==> config.mk <==
export PLATFORM = sky130hd
export DESIGN_NAME = glb_loop_addr_gen
export DESIGN_NICKNAME = d
export VERILOG_FILES = /design/src/rtl/glb_loop_addr_gen.sv
export SDC_FILE = /design/constraint.sdc
export NUM_CORES = 2
export LEC_CHECK = 0
export CAP_MARGIN = 15
export CORE_MARGIN = 1
export CORE_UTILIZATION = 45
export CTS_BUF_LIST = sky130_fd_sc_hd__clkbuf_4 sky130_fd_sc_hd__clkbuf_8
export CTS_CLUSTER_SIZE = 16
export DETAILED_ROUTE_END_ITERATION = 8
export SLEW_MARGIN = 25
export SYNTH_ARGS = -nofsm -noshare
export SYNTH_HDL_FRONTEND = slang
export SYNTH_SLANG_ARGS = --single-unit
export TNS_END_PERCENT = 100
==> constraint.sdc <==
create_clock -name clk -period 28.9 [get_ports clk]
set_input_delay 2.89 -clock clk [delete_from_list [all_inputs] [get_ports clk]]
set_output_delay 2.89 -clock clk [all_outputs]
set_load 0.1 [all_outputs]
==> src/rtl/glb_loop_addr_gen.sv <==
// rtl/glb_loop_addr_gen.sv - multi-level loop address/schedule generator for a GLB DMA channel
// Optional stall counter output perf_stall_cnt is enabled by GLB_ADDR_GEN_PERF_CNT_EN.
module glb_loop_addr_gen #(
  parameter int LOOP_LEVEL  = 8,
  parameter int ADDR_WIDTH  = 19,
  parameter int RANGE_WIDTH = 17,
  parameter int CYCLE_WIDTH = 16,
  parameter int DIM_WIDTH   = $clog2(LOOP_LEVEL + 1)
) (
  input  logic                              clk,
  input  logic                              rst_n,
  input  logic                              start,
  input  logic                              stall,
  input  logic [DIM_WIDTH-1:0]              cfg_dim,
  input  logic [ADDR_WIDTH-1:0]             cfg_start_addr,
  input  logic [LOOP_LEVEL*RANGE_WIDTH-1:0] cfg_range,
  input  logic [LOOP_LEVEL*ADDR_WIDTH-1:0]  cfg_stride,
  input  logic [CYCLE_WIDTH-1:0]            cfg_cycle_start,
  input  logic [LOOP_LEVEL*CYCLE_WIDTH-1:0] cfg_cycle_stride,
  output logic [ADDR_WIDTH-1:0]             addr_out,
  output logic                              addr_valid,
  output logic                              busy,
`ifdef GLB_ADDR_GEN_PERF_CNT_EN
  output logic [CYCLE_WIDTH-1:0]            perf_stall_cnt,
`endif
  output logic                              done
);

  typedef enum logic {IDLE, RUN} state_t;

  state_t                 state_q, state_d;
  logic [DIM_WIDTH-1:0]   dim_q;
  logic [ADDR_WIDTH-1:0]  base_q;
  logic [ADDR_WIDTH-1:0]  hold_q;
  logic [CYCLE_WIDTH-1:0] cnt_q;
  logic [CYCLE_WIDTH-1:0] gap_q;
  logic                   done_q;
  logic [RANGE_WIDTH-1:0] last_q   [LOOP_LEVEL];
  logic [ADDR_WIDTH-1:0]  stride_q [LOOP_LEVEL];
  logic [CYCLE_WIDTH-1:0] cstride_q[LOOP_LEVEL];
  logic [RANGE_WIDTH-1:0] it_q     [LOOP_LEVEL];
  // Per-level running products it[i]*stride[i] and it[i]*cycle_stride[i]
  logic [ADDR_WIDTH-1:0]  aoff_q   [LOOP_LEVEL];
  logic [CYCLE_WIDTH-1:0] toff_q   [LOOP_LEVEL];

  logic                   fire;
  logic                   adv_any;
  logic [DIM_WIDTH-1:0]   adv_lvl;
  logic [ADDR_WIDTH-1:0]  cur_addr;
  logic [CYCLE_WIDTH-1:0] lower_t;
  logic [CYCLE_WIDTH-1:0] csel;
  logic [CYCLE_WIDTH-1:0] diff;
  logic [CYCLE_WIDTH-1:0] gap_nxt;

  always_comb begin
    adv_any  = 1'b0;
    adv_lvl  = '0;
    cur_addr = base_q;
    for (int i = 0; i < LOOP_LEVEL; i++) begin
      cur_addr = cur_addr + aoff_q[i];
      if (!adv_any && (DIM_WIDTH'(i) < dim_q) && (it_q[i] != last_q[i])) begin
        adv_any = 1'b1;
        adv_lvl = DIM_WIDTH'(i);
      end
    end
  end

  // Spacing to the next issue is target(next)-target(cur); a spacing of d cycles needs gap d-1
  always_comb begin
    lower_t = '0;
    csel    = '0;
    for (int i = 0; i < LOOP_LEVEL; i++) begin
      if (DIM_WIDTH'(i) < adv_lvl) lower_t = lower_t + toff_q[i];
      if (DIM_WIDTH'(i) == adv_lvl) csel = cstride_q[i];
    end
    diff    = csel - lower_t;
    gap_nxt = (diff[CYCLE_WIDTH-1] || diff == '0) ? '0 : diff - CYCLE_WIDTH'(1);
  end

  assign fire = (state_q == RUN) && !stall && (cnt_q == gap_q);

  always_comb begin
    state_d = state_q;
    case (state_q)
      IDLE:    if (start && cfg_dim != '0) state_d = RUN;
      RUN:     if (fire && !adv_any) state_d = IDLE;
      default: state_d = IDLE;
    endcase
  end

  always_ff @(posedge clk or negedge rst_n) begin
    if (!rst_n) state_q <= IDLE;
    else        state_q <= state_d;
  end

  always_ff @(posedge clk or negedge rst_n) begin
    if (!rst_n) begin
      dim_q  <= '0;
      base_q <= '0;
      hold_q <= '0;
      cnt_q  <= '0;
      gap_q  <= '0;
      done_q <= 1'b0;
      for (int i = 0; i < LOOP_LEVEL; i++) begin
        last_q[i]    <= '0;
        stride_q[i]  <= '0;
        cstride_q[i] <= '0;
        it_q[i]      <= '0;
        aoff_q[i]    <= '0;
        toff_q[i]    <= '0;
      end
    end else begin
      done_q <= 1'b0;
      if (state_q == IDLE) begin
        if (start) begin
          dim_q  <= cfg_dim;
          base_q <= cfg_start_addr;
          cnt_q  <= '0;
          gap_q  <= cfg_cycle_start;
          if (cfg_dim == '0) done_q <= 1'b1;
          for (int i = 0; i < LOOP_LEVEL; i++) begin
            last_q[i]    <= (cfg_range[i*RANGE_WIDTH +: RANGE_WIDTH] == '0) ? '0 :
                            cfg_range[i*RANGE_WIDTH +: RANGE_WIDTH] - RANGE_WIDTH'(1);
            stride_q[i]  <= cfg_stride[i*ADDR_WIDTH +: ADDR_WIDTH];
            cstride_q[i] <= cfg_cycle_stride[i*CYCLE_WIDTH +: CYCLE_WIDTH];
            it_q[i]      <= '0;
            aoff_q[i]    <= '0;
            toff_q[i]    <= '0;
          end
        end
      end else if (!stall) begin
        if (cnt_q == gap_q) begin
          hold_q <= cur_addr;
          cnt_q  <= '0;
          if (adv_any) begin
            gap_q <= gap_nxt;
            for (int i = 0; i < LOOP_LEVEL; i++) begin
              if (DIM_WIDTH'(i) == adv_lvl) begin
                it_q[i]   <= it_q[i] + RANGE_WIDTH'(1);
                aoff_q[i] <= aoff_q[i] + stride_q[i];
                toff_q[i] <= toff_q[i] + cstride_q[i];
              end else if (DIM_WIDTH'(i) < adv_lvl) begin
                it_q[i]   <= '0;
                aoff_q[i] <= '0;
                toff_q[i] <= '0;
              end
            end
          end else begin
            done_q <= 1'b1;
          end
        end else begin
          cnt_q <= cnt_q + CYCLE_WIDTH'(1);
        end
      end
    end
  end

`ifdef GLB_ADDR_GEN_PERF_CNT_EN
  always_ff @(posedge clk or negedge rst_n) begin
    if (!rst_n)
      perf_stall_cnt <= '0;
    else if (state_q == IDLE && start)
      perf_stall_cnt <= '0;
    else if (state_q == RUN && stall && perf_stall_cnt != '1)
      perf_stall_cnt <= perf_stall_cnt + CYCLE_WIDTH'(1);
  end
`endif

  assign addr_valid = fire;
  assign addr_out   = fire ? cur_addr : hold_q;
  assign busy       = (state_q == RUN);
  assign done       = done_q;

endmodule

==> results by group <==
Floorplanning
  • Row count: 132
  • Width of the die: 363 um
  • Initial core utilization: 45.3%
  • Core Area: 0.129 mm^2
  • Ports: 481
  • Die footprint: 0.132 mm^2
  • Die Y: 363 um

STA
  • Period utilization: 49.5%
  • Slew Viols, Final: 0
  • Final setup skew: 36.4 ps
  • Post-route setup TNS: 0 ps
  • Final hold violation count: 0
  • Minimum clock period: 14,310 ps
  • Worst Max-Slew Pin Slew: 1120 ps
  • Finish-stage setup viols: 0
  • RSZ-0062 raised after global routing: no
  • Slew headroom: 24.7%
  • Peak Freq: 69.9 MHz

Placement
  • DP Cell Count: 8,806
  • HPWL after DPL: 144,000 um
  • Port buffer count: 480
  • Final GP Congestion: 0.919

Synth
  • Post-synth ARST share: 100%
  • Largest area contributor in the netlist: dfrtp_1
  • Synth Instances: 6,755
  • Number of synthesized flops with an enable pin: 0
  • Mean Syn Cell Area: 8.68 um^2
  • Number of library cell types mapped by synthesis: 87
  • Post-synth top flop: dfrtp_1
  • Top cell type's share of synthesized area: 38.1%
  • Synth area leaders: dfrtp_1 38%, nand2_1 10%, ha_1 8.4%
  • Seq/Total Area, Yosys: 38.1%
  • Syn Std Cell Area: 0.0587 mm^2
  • FF+latch count, synth: 892
  • Synth warn: 0
  • Post-Syn Nets: 7,754

Clock tree
  • Num CTS Buffers: 160
  • CTS tree: done
  • Clk pin slew, worst setup/hold paths: 60 ps
  • Post-cts sizing count: 0
  • Clock sinks: 892
  • Clock Tree Buf Depth: 3
  • H-tree levels: 4
  • Hold_buf cts: 0
  • Postcts setup bufs: 0
  • CTS root buf: clkbuf_8
  • Clk Latency, worst-skew pair: 910 ps

Status
  • Status: completed

Global route
  • Total grt overflow: 0
  • Antenna violations before repair: 12
  • First-pass GRT wire length: 288,000 um
  • Largest net degree at the start of global routing: 186
  • Vias in the first global route: 48,929
  • Overall Global Routing Usage: 28.4%

Detailed routing
  • DRT iter0 DRCs: 3,578
  • # DRC: 0
  • Vias per inst: 5.46
  • Post-Route WL: 187,000 um
  • Initial DRT Pass Iterations: 6
  • Antenna viol nets, final: 0
  • Routed via count: 49,669
  • DR WL/cell: 20.6 um

Worst hold path
  • Hold crit path type: flop to flop

Worst setup path
  • Type of origin of the critical path: flop
  • Most frequent CP cell: ha_1
  • Critical Path RT: 29,670 ps
  • Worst Setup End Kind: flop
  • Critical path class: flop to flop
  • CP max stage cell: o41ai_1
  • WP buf/inv: 3
  • Worst Path Max Fanout: 20
  • Critical Path AT: 15,080 ps
  • Worst path max stage delay: 810 ps
  • CP top delay family: compound AO/OA/AOI/OAI gates

Final layout
  • Fill cells: 12,187
  • Layout area overhead: 17.8%
  • Final Non-Filler Cells: 9,105
  • Sequential cell area: 0.0223 mm^2
  • Area of the multi-input gates: 0.0345 mm^2
  • Fraction of layout cells with a size suffix above 1: 6.40%
  • Layout Nets: 8,226

Run
  • Max_cap viols: 0

Power
  • PwrDens: 69.6 mW/mm^2
  • VDD IR max: 0.0000712 V
  • P_leak: 32.8 nW
routing by layer:
layer / routed length, um / global-route usage (%) / vias up
met5: 43 / 0 / -
li1: - / - / 23993
met2: 88700 / 46.6 / 1305
met4: 6670 / 11.0 / 8
met3: 9350 / 3.96 / 290
met1: 82500 / 38.0 / 24073
stage by stage:
step | utilization (%) | hold slack (ps) | cell area (um^2) | worst slack (ps) | power (W)
global route | 53.4 | 505 | 69100 | 13520 | 0.00512
detailed placement | 50.5 | 466 | 65400 | 14810 | 0.00348
finish | 53.4 | 480 | 69100 | 14590 | 0.00481
global placement | 50.5 | 460 | 65300 | 15100 | 0.00345
floorplan | - | 446 | 58700 | 17420 | 0.00289
CTS | 53.3 | 484 | 69000 | 14710 | 0.00484
final timing paths:
kind,start,end,slack [ps],depth (start not counted)
min reg2reg,stride_q[108],stride_q[108],480,2
max reg2reg,it_q[8],gap_q[3],14590,57
min,stride_q[108],stride_q[108],480,2
min in group asynchronous,rst_n,cstride_q[103],2050,1
max in group asynchronous,rst_n,it_q[129],23750,4
max,it_q[8],gap_q[3],14590,57
state kept, by name, indices dropped and copies added, names as in the netlist:
signal     flops
dim_q          4
done           1
aoff_q       152
cstride_q    128
gap_q         16
stride_q     152
cnt_q         16
last_q       136
base_q        19
busy           1
hold_q        19
toff_q       112
it_q         136
logic make-up after synthesis:
kind of cell,synth area share (%)
and+or+nand+nor,19.3
AOI/OAI and AO/OA,15.1
DFF,38.1
adders and majority gates,13.4
xor gates and xnor gates,9.77
buffers and inverters,3.47
muxes,1.00
synth_stat cells (all sizes together) (21+ instances only):
cell / number
nand2: 1600
dfrtp: 892
o21ai: 683
ha: 396
xnor2: 354
nor2: 347
inv: 306
xor2: 293
a21oi: 268
clkbuf: 217
nand3: 165
fa: 144
nor3: 121
and3: 93
o21bai: 87
a21o: 76
or3: 59
nand2b: 57
a22o: 45
nor2b: 44
nand4: 42
mux2: 38
o31ai: 38
nor4: 34
a31oi: 32
o21a: 29
o41ai: 27
a211oi: 26
a21boi: 24
or2: 21
power by group:
part	switching, W	total, W	internal [W]
Sequential	0.000272	0.00177	0.00150
Clock	0.000579	0.00134	0.000758
Combinational	0.00101	0.00170	0.000690
worst reg2reg max path, delay by kind of cell (launching register included):
kind | cells | cell delay [ps]
fa+ha+maj | 8 | 2280
xor+xnor | 6 | 1800
flops | 1 | 420
simple gates | 14 | 2740
mux | 2 | 450
compound gates | 24 | 5990
buf+inv | 3 | 540
layout make-up:
type / instances / share of cell area [%]
Multi-Input combinational cell: 5325 / 49.9
Sequential cell: 892 / 32.3
Timing Repair Buffer: 541 / 7.75
Clock buffer: 255 / 4.55
Tap cell: 1742 / 3.15
Inverter: 307 / 1.67
Clock inverter: 36 / 0.636
Antenna cell: 7 / 0.0254
cells in the final DEF, fill, tap and decap left out, drive strengths merged, types with 24 or more instances in the layout:
master,Yosys,layout
nand2,1600,1600
dfrtp,892,892
o21ai,683,683
clkdlybuf4s50,0,478
ha,396,396
xnor2,354,354
nor2,347,347
inv,306,314
xor2,293,293
a21oi,268,268
clkbuf,217,255
nand3,165,165
fa,144,144
nor3,121,121
and3,93,93
o21bai,87,87
a21o,76,76
buf,14,63
or3,59,59
nand2b,57,57
a22o,45,45
nor2b,44,44
nand4,42,42
mux2,38,38
o31ai,38,38
nor4,34,34
a31oi,32,32
o21a,29,29
o41ai,27,27
a211oi,26,26
a21boi,24,24
No activity file was read; power rests on OpenSTA's default activity.
